===== config.mk =====
export PLATFORM = sky130hd
export DESIGN_NAME = a5_keystream_engine_flat
export DESIGN_NICKNAME = d
export VERILOG_FILES = /design/src/rtl/a5_keystream_engine_if.sv /design/src/rtl/a5_keystream_engine.sv /design/src/flat_wrapper.sv
export SDC_FILE = /design/constraint.sdc
export NUM_CORES = 1
export LEC_CHECK = 0
export BUFFER_PORTS_ARGS = -buffer_cell sky130_fd_sc_hd__buf_2
export CAP_MARGIN = 20
export CORE_MARGIN = 2
export CORE_UTILIZATION = 55
export CTS_CLUSTER_DIAMETER = 30
export DETAILED_ROUTE_END_ITERATION = 8
export GPL_TIMING_DRIVEN = 0
export PLACE_DENSITY_LB_ADDON = 0.3
export SYNTH_ARGS = -nofsm -noshare
export SYNTH_HDL_FRONTEND = slang
export SYNTH_SLANG_ARGS = --single-unit

===== constraint.sdc =====
create_clock -name clk -period 3.5 [get_ports clk]
set_input_delay 0.35 -clock clk [delete_from_list [all_inputs] [get_ports clk]]
set_output_delay 0.35 -clock clk [all_outputs]
set_load 0.02 [all_outputs]

===== src/rtl/a5_keystream_engine_if.sv =====
// Keystream output stream: one OUT_W-bit word per valid/ready handshake,
// with out_last marking the word that carries the final burst bit.
interface a5_keystream_engine_if #(
  parameter int OUT_W = 8
);
  logic [OUT_W-1:0] out_data;
  logic             out_valid;
  logic             out_ready;
  logic             out_last;

  modport master (
    output out_data,
    output out_valid,
    output out_last,
    input  out_ready
  );

  modport slave (
    input  out_data,
    input  out_valid,
    input  out_last,
    output out_ready
  );
endinterface


===== src/rtl/a5_keystream_engine.sv =====
// A5/1 keystream engine: serial key/frame load, majority-clocked mix, then one
// burst of keystream bits packed MSB-first into words on a back-pressured stream.
module a5_keystream_engine #(
  parameter int OUT_W      = 8,
  parameter int MIX_CYCLES = 100,
  parameter int BURST_BITS = 228
) (
  input  logic                 clk,
  input  logic                 reset_n,
  input  logic                 start,
  input  logic [63:0]          key,
  input  logic [21:0]          frame,
  a5_keystream_engine_if.master stream,
  output logic                 busy,
  output logic                 done
);

  localparam int LOAD_BITS = 86;
  localparam int CNT_MAX   = (MIX_CYCLES > LOAD_BITS) ? MIX_CYCLES : LOAD_BITS;
  localparam int CNT_W     = $clog2(CNT_MAX);
  localparam int BC_W      = (BURST_BITS > 1) ? $clog2(BURST_BITS) : 1;
  localparam int PC_W      = (OUT_W > 1) ? $clog2(OUT_W) : 1;

  typedef enum logic [2:0] {IDLE, LOAD, MIX, RUN, DRAIN} state_t;

  state_t           state_q, state_d;
  logic [18:0]      r1_q, r1_d, r1_s, r1_m;
  logic [21:0]      r2_q, r2_d, r2_s, r2_m;
  logic [22:0]      r3_q, r3_d, r3_s, r3_m;
  logic [85:0]      sr_q, sr_d;
  logic [CNT_W-1:0] cnt_q, cnt_d;
  logic [BC_W-1:0]  bit_cnt_q, bit_cnt_d;
  logic [PC_W-1:0]  pk_cnt_q, pk_cnt_d;
  logic [OUT_W-1:0] pk_q, pk_d, packed_word;
  logic [OUT_W-1:0] data_q, data_d;
  logic             valid_q, valid_d;
  logic             last_q, last_d;
  logic             busy_q, busy_d;
  logic             done_q, done_d;
  logic             in_bit, maj, step_all, ks_bit, accept, word_full;

  // Candidate next value of every register, then gated by LOAD or majority vote.
  always_comb begin
    in_bit   = (state_q == LOAD) ? sr_q[0] : 1'b0;
    step_all = (state_q == LOAD);
    maj      = (r1_q[8] & r2_q[10]) | (r1_q[8] & r3_q[10]) | (r2_q[10] & r3_q[10]);
    r1_s     = {r1_q[17:0], r1_q[18] ^ r1_q[17] ^ r1_q[16] ^ r1_q[13] ^ in_bit};
    r2_s     = {r2_q[20:0], r2_q[21] ^ r2_q[20] ^ in_bit};
    r3_s     = {r3_q[21:0], r3_q[22] ^ r3_q[21] ^ r3_q[20] ^ r3_q[7] ^ in_bit};
    r1_m     = (step_all || (r1_q[8]  == maj)) ? r1_s : r1_q;
    r2_m     = (step_all || (r2_q[10] == maj)) ? r2_s : r2_q;
    r3_m     = (step_all || (r3_q[10] == maj)) ? r3_s : r3_q;
    ks_bit   = r1_m[18] ^ r2_m[21] ^ r3_m[22];
  end

  always_comb begin
    state_d   = state_q;
    r1_d      = r1_q;
    r2_d      = r2_q;
    r3_d      = r3_q;
    sr_d      = sr_q;
    cnt_d     = cnt_q;
    bit_cnt_d = bit_cnt_q;
    pk_cnt_d  = pk_cnt_q;
    pk_d      = pk_q;
    data_d    = data_q;
    valid_d   = valid_q;
    last_d    = last_q;
    done_d    = 1'b0;
    accept    = valid_q & stream.out_ready;
    word_full = (pk_cnt_q == PC_W'(OUT_W - 1)) || (bit_cnt_q == '0);
    packed_word = pk_q;
    packed_word[PC_W'(OUT_W - 1) - pk_cnt_q] = ks_bit;

    if (accept) begin
      valid_d = 1'b0;
      last_d  = 1'b0;
    end

    case (state_q)
      LOAD: begin
        r1_d = r1_m;
        r2_d = r2_m;
        r3_d = r3_m;
        sr_d = sr_q >> 1;
        if (cnt_q == '0) begin
          state_d = MIX;
          cnt_d   = CNT_W'(MIX_CYCLES - 1);
        end else begin
          cnt_d = cnt_q - CNT_W'(1);
        end
      end
      MIX: begin
        r1_d = r1_m;
        r2_d = r2_m;
        r3_d = r3_m;
        if (cnt_q == '0) state_d = RUN;
        else             cnt_d   = cnt_q - CNT_W'(1);
      end
      RUN: begin
        // A completed word needs a free output register; otherwise everything holds.
        if (!word_full || !valid_q || accept) begin
          r1_d = r1_m;
          r2_d = r2_m;
          r3_d = r3_m;
          if (word_full) begin
            data_d   = packed_word;
            valid_d  = 1'b1;
            last_d   = (bit_cnt_q == '0);
            pk_d     = '0;
            pk_cnt_d = '0;
          end else begin
            pk_d     = packed_word;
            pk_cnt_d = pk_cnt_q + PC_W'(1);
          end
          if (bit_cnt_q == '0) state_d   = DRAIN;
          else                 bit_cnt_d = bit_cnt_q - BC_W'(1);
        end
      end
      DRAIN: begin
        if (accept && last_q) begin
          state_d = IDLE;
          done_d  = 1'b1;
        end
      end
      default: ;
    endcase

    if (start) begin
      state_d   = LOAD;
      r1_d      = '0;
      r2_d      = '0;
      r3_d      = '0;
      sr_d      = {frame, key};
      cnt_d     = CNT_W'(LOAD_BITS - 1);
      bit_cnt_d = BC_W'(BURST_BITS - 1);
      pk_d      = '0;
      pk_cnt_d  = '0;
      data_d    = '0;
      valid_d   = 1'b0;
      last_d    = 1'b0;
      done_d    = 1'b0;
    end

    busy_d = (state_d != IDLE);
  end

  always_ff @(posedge clk or negedge reset_n) begin
    if (!reset_n) begin
      state_q   <= IDLE;
      r1_q      <= '0;
      r2_q      <= '0;
      r3_q      <= '0;
      sr_q      <= '0;
      cnt_q     <= '0;
      bit_cnt_q <= '0;
      pk_cnt_q  <= '0;
      pk_q      <= '0;
      data_q    <= '0;
      valid_q   <= 1'b0;
      last_q    <= 1'b0;
      busy_q    <= 1'b0;
      done_q    <= 1'b0;
    end else begin
      state_q   <= state_d;
      r1_q      <= r1_d;
      r2_q      <= r2_d;
      r3_q      <= r3_d;
      sr_q      <= sr_d;
      cnt_q     <= cnt_d;
      bit_cnt_q <= bit_cnt_d;
      pk_cnt_q  <= pk_cnt_d;
      pk_q      <= pk_d;
      data_q    <= data_d;
      valid_q   <= valid_d;
      last_q    <= last_d;
      busy_q    <= busy_d;
      done_q    <= done_d;
    end
  end

  assign stream.out_data  = data_q;
  assign stream.out_valid = valid_q;
  assign stream.out_last  = valid_q & last_q;
  assign busy             = busy_q;
  assign done             = done_q;

endmodule

===== src/flat_wrapper.sv =====
// flat-port wrapper written by rule: the top's interface ports become plain ports
module a5_keystream_engine_flat 
#(
  parameter int OUT_W      = 8,
  parameter int MIX_CYCLES = 100,
  parameter int BURST_BITS = 228
)
  (clk, reset_n, start, key, frame, busy, done, stream_out_data, stream_out_valid, stream_out_last, stream_out_ready);
  a5_keystream_engine_if #(.OUT_W(OUT_W)) stream_i ();
  input  logic clk;
  input  logic reset_n;
  input  logic start;
  input  logic [63:0] key;
  input  logic [21:0] frame;
  output logic busy;
  output logic done;
  output wire logic [$bits(stream_i.out_data)-1:0] stream_out_data;
  output wire logic [$bits(stream_i.out_valid)-1:0] stream_out_valid;
  output wire logic [$bits(stream_i.out_last)-1:0] stream_out_last;
  input wire logic [$bits(stream_i.out_ready)-1:0] stream_out_ready;
  assign stream_out_data = stream_i.out_data;
  assign stream_out_valid = stream_i.out_valid;
  assign stream_out_last = stream_i.out_last;
  assign stream_i.out_ready = stream_out_ready;
  a5_keystream_engine #(.OUT_W(OUT_W), .MIX_CYCLES(MIX_CYCLES), .BURST_BITS(BURST_BITS)) u_core (.clk(clk), .reset_n(reset_n), .start(start), .key(key), .frame(frame), .stream(stream_i), .busy(busy), .done(done));
endmodule

==> metrics.md, run 1 <==
| Metric | Value |
|---|---|
| P_int | `3.47 mW` |
| DRC | `0` |
| Row cnt | `46` |
| Clock Sinks | `191` |
| Die W | `between 100 and 150 um` |
| CP max stage delay | `470 ps` |
| Slew headroom | `43.9%` |
| First-pass GRT wire length | `29,800 um` |
| DRT antenna net count | `0` |
| Hold crit path type | `input pin to flip-flop` |
| Outcome | `completed` |
| Min Tclk post-route | `about 2900 ps` |
| Mean Syn Cell Area | `10.6 um2` |
| Post-CTS setup buffer count | `0` |
| Number of max-cap violations | `0` |
| Net Sw Frac | `23.4%` |
| XOR/XNOR Fraction of Synth Area | `2.28%` |
| Post-Syn Area | `8830 um2` |
| Fin. max-slew vios | `0` |
| Worst-path cell chain | `ha_1 > ha_1 > a31o_2 > a311o_1 > buf_2 > nor3_2 > clkbuf_1 > a22o_1` |
| Worst R2R Path Depth | `8` |
| Leading area contributor after synthesis | `dfrtp_1` |
| Post-CTS sizing | `0` |
| Setup violators final | `0` |
| Placer Congestion | `between 0.8 and 0.9` |
| Total CTS buffers | `17` |
| Top-area cell type share of the netlist area | `around 54%` |
| PD cells | `444 nW/um2` |
| Synth Flop Type | `dfrtp_1` |
| R2R setup slack | `630 ps` |
| Drt pass-1 iters | `5` |
| Power share of the sequential group | `52.2%` |
| Vias per Instance | `5.56` |
| Die outline area | `17,100 um2` |
| Clk buf depth | `2` |
| RSZ-0062 raised after global routing | `false` |
| Seq cells post-synth | `191` |
| Seq/Total Area, Yosys | `54.1%` |
| Critical path peak fanout | `10` |
| Area Growth Syn to Fin | `15.7%` |
| Core area | `around 16,000 um2` |
| Final Hold Viols | `0` |
| Vias in the first global route | `6,137` |
| CP endpoint kind | `flip-flop` |
| Post-synthesis mux area share | `10.5%` |
| Post-synthesis simple-gate area fraction | `12.1%` |
| Netlist cell types | `60` |
| Adder and majority cell fraction of the synthesized area | `less than 1%` |
| Dpl cell area | `9650 um2` |
| WHS Path Cells | `3` |
| Final instance area | `10,200 um2` |
| CP startpoint kind | `flip-flop` |
| WS Path Type | `flip-flop to flip-flop` |
| Syn Inst Count | `836` |
| Fillers | `1,300` |
| DRT iter0 DRCs | `497` |
| Slowest cell on the critical path | `dfrtp_1` |
| CTS clk-pin slew, worst paths | `around 70 ps` |
| Number of synthesis warnings | `0` |
| Synth Area in Compound Gates | `17.4%` |
| GRT Residual Overflow | `0` |
| Post-DP HPWL | `12,500 um` |
| Global-route usage over all layers | `22.2%` |
| I/O pin total | `102` |
| Die Y | `131 um` |
| Layout cells sized above 1 | `15.6%` |
| Worst clock skew | `9.50 ps` |
| Routed len/inst | `approximately 15 um` |
| CTS root buf | `clkbuf_16` |
| TritonCTS clock tree | `built` |
| Reg2reg start | `u_core.pk_cnt_q[0]` |
| Peak supply drop | `0.384 mV` |
| Top cells by area, synth | `dfrtp_1 (54%), mux2i_1 (11%), a22o_1 (6.0%)` |
| Worst EP required | `about 3900 ps` |
| Tot Pwr | `4.54 mW` |
| Async SR Flop Fraction | `100%` |
| Worst hold margin | `128 ps` |
| Worst reg2reg endpoint | `u_core.r1_q[13]` |
| Largest family of logic cells by synthesized area | `compound AO/OA/AOI/OAI gates` |
| Crit path DAT | `3230 ps` |
| Antenna diodes | `0` |
| Max Fclk | `349 MHz` |
| Total wire length | `18,300 um` |
| Via count | `6,595` |
| Worst min-delay path endpoint | `u_core.sr_q[74]` |
| Placed Cells | `1,154` |
| Comb power frac | `under 10%` |
| Synth top cells by count | `dfrtp_1 (191), nand2_1 (116), o21ai_1 (95)` |
| Slew @ Worst Pin | `842 ps` |
| Port Buffers | `101` |
| Setup TNS | `0 ps` |
| Net Count, Synth | `930` |
| Largest net degree at the start of global routing | `108` |
| Non-filler instance count after layout | `1,186` |
| Starting density of the core | `56.0%` |
| H-tree lvl count | `4` |
| Cell mode on critical path | `ha_1` |
| Sw power | `1.06 mW` |
| Fin nets | `1,052` |
| Min-delay src | `frame[10]` |
| Final Cycle Share | `81.9%` |
| Worst-skew pair later-pin latency | `430 ps` |
| Post-synth EDFFs | `0` |
| Clock network power share | `around two fifths` |
| Top-count cell post-synth | `dfrtp_1` |
| Initial antenna violation count | `0` |
| Pleak | `4.45 nW` |
layout by cell type (no fill, tap or decap), drive strengths merged, types with 3 or more instances in the layout:
cell type and count:
a22o 61, nor4 4, xnor2 10, o21ai 113, o32ai 4, inv 10
nand2b 16, clkbuf 68, nand3 8, nand2 116, nor3 10, a21o 3
clkinv 4, a31oi 3, xor2 10, clkinvlp 3, nand3b 3, ha 4
or3 5, or3b 3, nor2b 7, o31ai 7, mux2i 93, a211oi 4
buf 115, and3 5, nor2 43, dfrtp 191, and2 3, a21oi 18
logic make-up (layout without fill, tap and decap cells):
| logic type | after synthesis | after routing |
|---|---|---|
| AND/OR/NAND/NOR | 230 | 230 |
| flip-flops | 191 | 191 |
| multiplexers | 93 | 93 |
| adder cells (fa/ha/maj) | 4 | 4 |
| buffers and inverters | 68 | 202 |
| AO/OA/AOI/OAI | 230 | 230 |
| XOR/XNOR | 20 | 20 |
layout make-up:
class | instances | area, um2 | area share, %
multi-input combinational | 577 | 3780 | 37.0
sequential | 191 | 4780 | 46.8
tap | 216 | 270 | 2.64
timing repair buffer | 103 | 553 | 5.41
buffer | 58 | 231 | 2.27
inverter | 10 | 37.5 | 0.367
clock buffer | 23 | 478 | 4.68
clock inverter | 8 | 83.8 | 0.820
metal layers:
metal	vias to the layer above	global-route usage, %	wire length [um]
li1	3231	-	-
met1	3195	32.3	9010
met2	148	33.9	8220
met3	21	4.64	803
met4	0	6.95	255
met5	-	0	0
flip-flops by register name, summed over array words and instances, names as in the netlist, 3 cells and up:
name                    flops
u_core.sr_q                86
u_core.r3_q                23
u_core.r2_q                22
u_core.r1_q                19
u_core.bit_cnt_q            8
u_core.pk_q                 8
u_core.stream.out_data      8
u_core.cnt_q                7
u_core.pk_cnt_q             3
u_core.state_q              3
timing repair:
item	in CTS	in global routing
endpoints found under the setup margin	0	0
hold endpoints to repair	84	0
hold buffers	1	0
through the flow:
stage	utilization (%)	worst slack [ps]
2_1_floorplan	-	1040
3_3_place_gp	60.9	-895
3_5_place_dp	61.2	422
4_1_cts	64.8	655
5_1_grt	64.8	451
6_report	64.8	634
power by group through the flow:
stage	sequential (mW)	combinational [mW]	clock, mW
3_5_place_dp	2.40	0.320	0
5_1_grt	2.38	0.365	1.98
6_report	2.37	0.318	1.85
3_3_place_gp	2.40	0.308	0
4_1_cts	2.36	0.324	1.88
2_1_floorplan	2.39	0.175	0
how the worst max path moves through the flow:
stage / slack (ps) / from / depth (start not counted) / end
CTS: 660 / u_core.pk_cnt_q[0] / 8 / u_core.r1_q[13]
floorplan: 1040 / u_core.pk_cnt_q[0] / 8 / u_core.r1_q[10]
global route: 450 / u_core.pk_cnt_q[0] / 8 / u_core.r1_q[15]
global placement: -890 / reset_n / 1 / u_core.r2_q[16]
detailed placement: 420 / start / 6 / u_core.stream.out_data[7]
finish: 630 / u_core.pk_cnt_q[0] / 8 / u_core.r1_q[13]
worst max-delay path: cells and delay by family, from the launching register on:
| family | cells | cell delay (ps) |
|---|---|---|
| AOI/OAI and AO/OA | 3 | 820 |
| buffers and inverters | 2 | 600 |
| adders and majority gates | 2 | 490 |
| DFF | 1 | 470 |
| and+or+nand+nor | 1 | 420 |
Power figures use the tool's default switching activity.
==> run 2, diff against run 1 <==
- ABC_AREA: unset -> 1
- CORE_UTILIZATION: 55 -> 53
- clock period: 3.5 -> 2.4 ns (I/O delays scaled with it)
==> metrics.md, run 2 <==
| Metric | Value |
|---|---|
| Mean Syn Cell Area | `8.67 um2 (was 10.6 um2)` |
| Crit path DAT | `2520 ps (was 3230 ps)` |
| I/O pin total | `102 (unchanged)` |
| Slowest cell on the critical path | `a21oi_2 (was dfrtp_1)` |
| Total CTS buffers | `17 (unchanged)` |
| First-pass GRT wire length | `34,500 um (was 29,800 um)` |
| Number of max-cap violations | `0 (unchanged)` |
| Cell mode on critical path | `nand2_2 (was ha_1)` |
| Min Tclk post-route | `2190 ps (was 2870 ps)` |
| Global-route usage over all layers | `24.2% (was 22.2%)` |
| Top-count cell post-synth | `nand2_1 (was dfrtp_1)` |
| DRT antenna net count | `0 (unchanged)` |
| CTS clk-pin slew, worst paths | `80 ps (was 70 ps)` |
| Final core occ | `63.1% (was 64.8%)` |
| Netlist cell types | `36 (was 60)` |
| Peak supply drop | `0.666 mV (was 0.384 mV)` |
| CP endpoint kind | `flip-flop (unchanged)` |
| Fin nets | `1,215 (was 1,052)` |
| Max Fclk | `456 MHz (was 349 MHz)` |
| Clk buf depth | `2 (unchanged)` |
| Placer Congestion | `0.871 (was 0.808)` |
| Routed len/inst | `14.7 um (was 15.4 um)` |
| Initial antenna violation count | `0 (unchanged)` |
| Die Y | `132 um (was 131 um)` |
| Synth Flop Type | `dfrtp_1 (unchanged)` |
| Largest registers | `u_core.sr_q (86), u_core.r3_q (23), u_core.r2_q (22) (unchanged)` |
| CP startpoint kind | `flip-flop (unchanged)` |
| Setup violators final | `0 (unchanged)` |
| Min-delay src | `key[5] (was frame[10])` |
| R2R setup slack | `210 ps (was 630 ps)` |
| DRT iter0 DRCs | `456 (was 497)` |
| Critical path peak fanout | `9 (was 10)` |
| Hold crit path type | `input pin to flip-flop (unchanged)` |
| Dpl cell area | `9470 um2 (was 9650 um2)` |
| Reg2reg start | `u_core.bit_cnt_q[0] (was u_core.pk_cnt_q[0])` |
| Post-Syn Area | `8660 um2 (was 8830 um2)` |
| Area of the multi-input gates | `3460 um2 (was 3780 um2)` |
| WHS Path Cells | `3 (unchanged)` |
| Slew headroom | `58.3% (was 43.9%)` |
| Starting density of the core | `54.3% (was 56.0%)` |
| Worst-skew pair later-pin latency | `440 ps (was 430 ps)` |
| Total wire length | `19,800 um (was 18,300 um)` |
| Vias per Instance | `5.38 (was 5.56)` |
| GRT Residual Overflow | `0 (unchanged)` |
| Pleak | `5.00 nW (was 4.45 nW)` |
| Final Hold Viols | `0 (unchanged)` |
| H-tree lvl count | `4 (unchanged)` |
| Commonest non-fill, non-tap cell in the layout | `nand2_1 (was dfrtp_1)` |
| Leading area contributor after synthesis | `dfrtp_1 (unchanged)` |
| Synth top cells by count | `nand2_1 (371), dfrtp_1 (191), nand3_1 (91) (was dfrtp_1 (191), nand2_1 (116), o21ai_1 (95))` |
| Post-synth EDFFs | `0 (unchanged)` |
| Worst hold margin | `29.9 ps (was 128 ps)` |
| Core area | `15,900 um2 (was 15,800 um2)` |
| Seq/Total Area, Yosys | `55.2% (was 54.1%)` |
| Post-DP HPWL | `13,500 um (was 12,500 um)` |
| Worst EP required | `2730 ps (was 3870 ps)` |
| Largest Register | `u_core.sr_q (unchanged)` |
| Clock Sinks | `191 (unchanged)` |
| Worst R2R Path Depth | `11 (was 8)` |
| DRC | `0 (unchanged)` |
| Port Buffers | `100 (was 101)` |
| Number of synthesis warnings | `0 (unchanged)` |
| WS Path Type | `flip-flop to flip-flop (unchanged)` |
| Commonest cells after routing, fill and taps aside | `nand2_1 (371), dfrtp_1 (191), buf_2 (110), nand3_1 (91), o21ai_0 (60) (was dfrtp_1 (191), nand2_1 (116), buf_2 (105), o21ai_1 (95), mux2i_1 (93))` |
| Net Count, Synth | `1,093 (was 930)` |
| Top-area cell type share of the netlist area | `55.2% (was 54.1%)` |
| Syn Inst Count | `999 (was 836)` |
| Worst clock skew | `11.4 ps (was 9.50 ps)` |
| Post-CTS sizing | `0 (unchanged)` |
| Final instance area | `10,100 um2 (was 10,200 um2)` |
| Die outline area | `17,400 um2 (was 17,100 um2)` |
| Largest net degree at the start of global routing | `108 (unchanged)` |
| Final Cycle Share | `91.4% (was 81.9%)` |
| Row cnt | `46 (unchanged)` |
| RSZ-0062 raised after global routing | `false (unchanged)` |
| Via count | `7,267 (was 6,595)` |
| Slew @ Worst Pin | `625 ps (was 842 ps)` |
| Async SR Flop Fraction | `100% (unchanged)` |
| Drt pass-1 iters | `6 (was 5)` |
| CP max stage delay | `420 ps (was 470 ps)` |
| Area Growth Syn to Fin | `16.1% (was 15.7%)` |
| Fillers | `1,343 (was 1,300)` |
| Outcome | `completed (unchanged)` |
| Die W | `132 um (was 131 um)` |
| Layout cells sized above 1 | `14.9% (was 15.6%)` |
| Seq cells post-synth | `191 (unchanged)` |
| PD cells | `1040 nW/um2 (was 444 nW/um2)` |
| Worst min-delay path endpoint | `u_core.sr_q[5] (was u_core.sr_q[74])` |
| Top cells by area, synth | `dfrtp_1 (55%), nand2_1 (16%), nand3_1 (5.3%) (was dfrtp_1 (54%), mux2i_1 (11%), a22o_1 (6.0%))` |
| CP startpoint | `u_core.bit_cnt_q[0] (was u_core.pk_cnt_q[0])` |
| Max reg flops | `86 (unchanged)` |
| Worst-path cell chain | `inv_1 > ha_1 > nand2_2 > nor2_4 > nand3_4 > nand2_4 > nand2_2 > a21oi_2 > nor2_2 > nand3_1 > nand2_1 (was ha_1 > ha_1 > a31o_2 > a311o_1 > buf_2 > nor3_2 > clkbuf_1 > a22o_1)` |
| CTS root buf | `clkbuf_16 (unchanged)` |
| Antenna diodes | `0 (unchanged)` |
| Worst reg2reg endpoint | `u_core.pk_q[1] (was u_core.r1_q[13])` |
| Setup TNS | `0 ps (unchanged)` |
| Fin. max-slew vios | `0 (unchanged)` |
| TritonCTS clock tree | `built (unchanged)` |
| Vias in the first global route | `7,252 (was 6,137)` |
| Register Area | `4780 um2 (unchanged)` |
run 2: cell types whose count changed after synthesis, sizes merged, moves of 16 or more:
cell	before	now
nor2	43	27
a22o	61	0
mux2i	93	0
clkbuf	45	27
nand2	116	376
o211ai	1	41
nand2b	16	0
nand3	8	93
o21ai	113	64
a22oi	1	41
inv	10	49
run 2: worst max-delay path, delay by kind of cell, from the launching register on:
kind	cells	cell delay (ps)
fa+ha+maj	1	250
simple gates	8	890
buf+inv	1	110
compound gates	1	420
flops	1	400
run 2: how the worst max path moves through the flow:
stage                 endpoint  slack (ps)  cells past startpoint
6_report        u_core.pk_q[1]         210                     11
5_1_grt         u_core.pk_q[2]          40                     11
4_1_cts         u_core.pk_q[1]         200                     11
3_5_place_dp    u_core.pk_q[1]         230                     11
3_3_place_gp   u_core.sr_q[30]       -2020                      1
2_1_floorplan   u_core.pk_q[0]         610                     11
run 2: kinds of logic (layout without fill, tap and decap cells):
family,Yosys count,after routing,synth area share (%)
DFF,191,191,55.2
xor gates and xnor gates,17,17,1.72
adders and majority gates,4,4,0.578
buffers and inverters,102,237,4.84
AOI/OAI and AO/OA,166,166,12.5
and+or+nand+nor,519,519,25.1
run 2: per-layer routing:
| metal | vias up | part of all wire (%) | global-route usage, % |
|---|---|---|---|
| li1 | 3580 | - | - |
| met2 | 215 | 47 | 38.4 |
| met3 | 34 | 6.3 | 5.61 |
| met4 | 0 | 2.0 | 8.15 |
| met5 | - | 0 | 0 |
| met1 | 3438 | 45 | 33.3 |
run 2: repair_timing:
action                                 in CTS  in global routing
endpoints found under the hold margin      85                  0
hold buffers                                2                  0
buffers inserted                            0                  0
run 2: layout make-up:
type                    count  area share, %
plain buffers              53           2.34
clock buffers              17           4.23
clock inverters            15           1.41
inverters                  49           1.83
multi-input cells         706           34.4
flip-flops and latches    191           47.5
well taps                 216           2.69
repair buffers            103           5.55
run 2: where the power goes:
group | switching (mW) | internal (mW)
clock network | 1.36 | 1.38
logic | 2.30 | 1.04
registers | 0.379 | 4.00
run 2: per-stage QoR:
step | setup slack, ps | std cells | total power, mW
floorplan | 614 | 999 | 6.73
global placement | -2020 | 1315 | 7.67
detailed placement | 227 | 1316 | 7.75
CTS | 200 | 1350 | 10.5
global route | 39.7 | 1350 | 11.2
finish | 207 | 1350 | 10.5
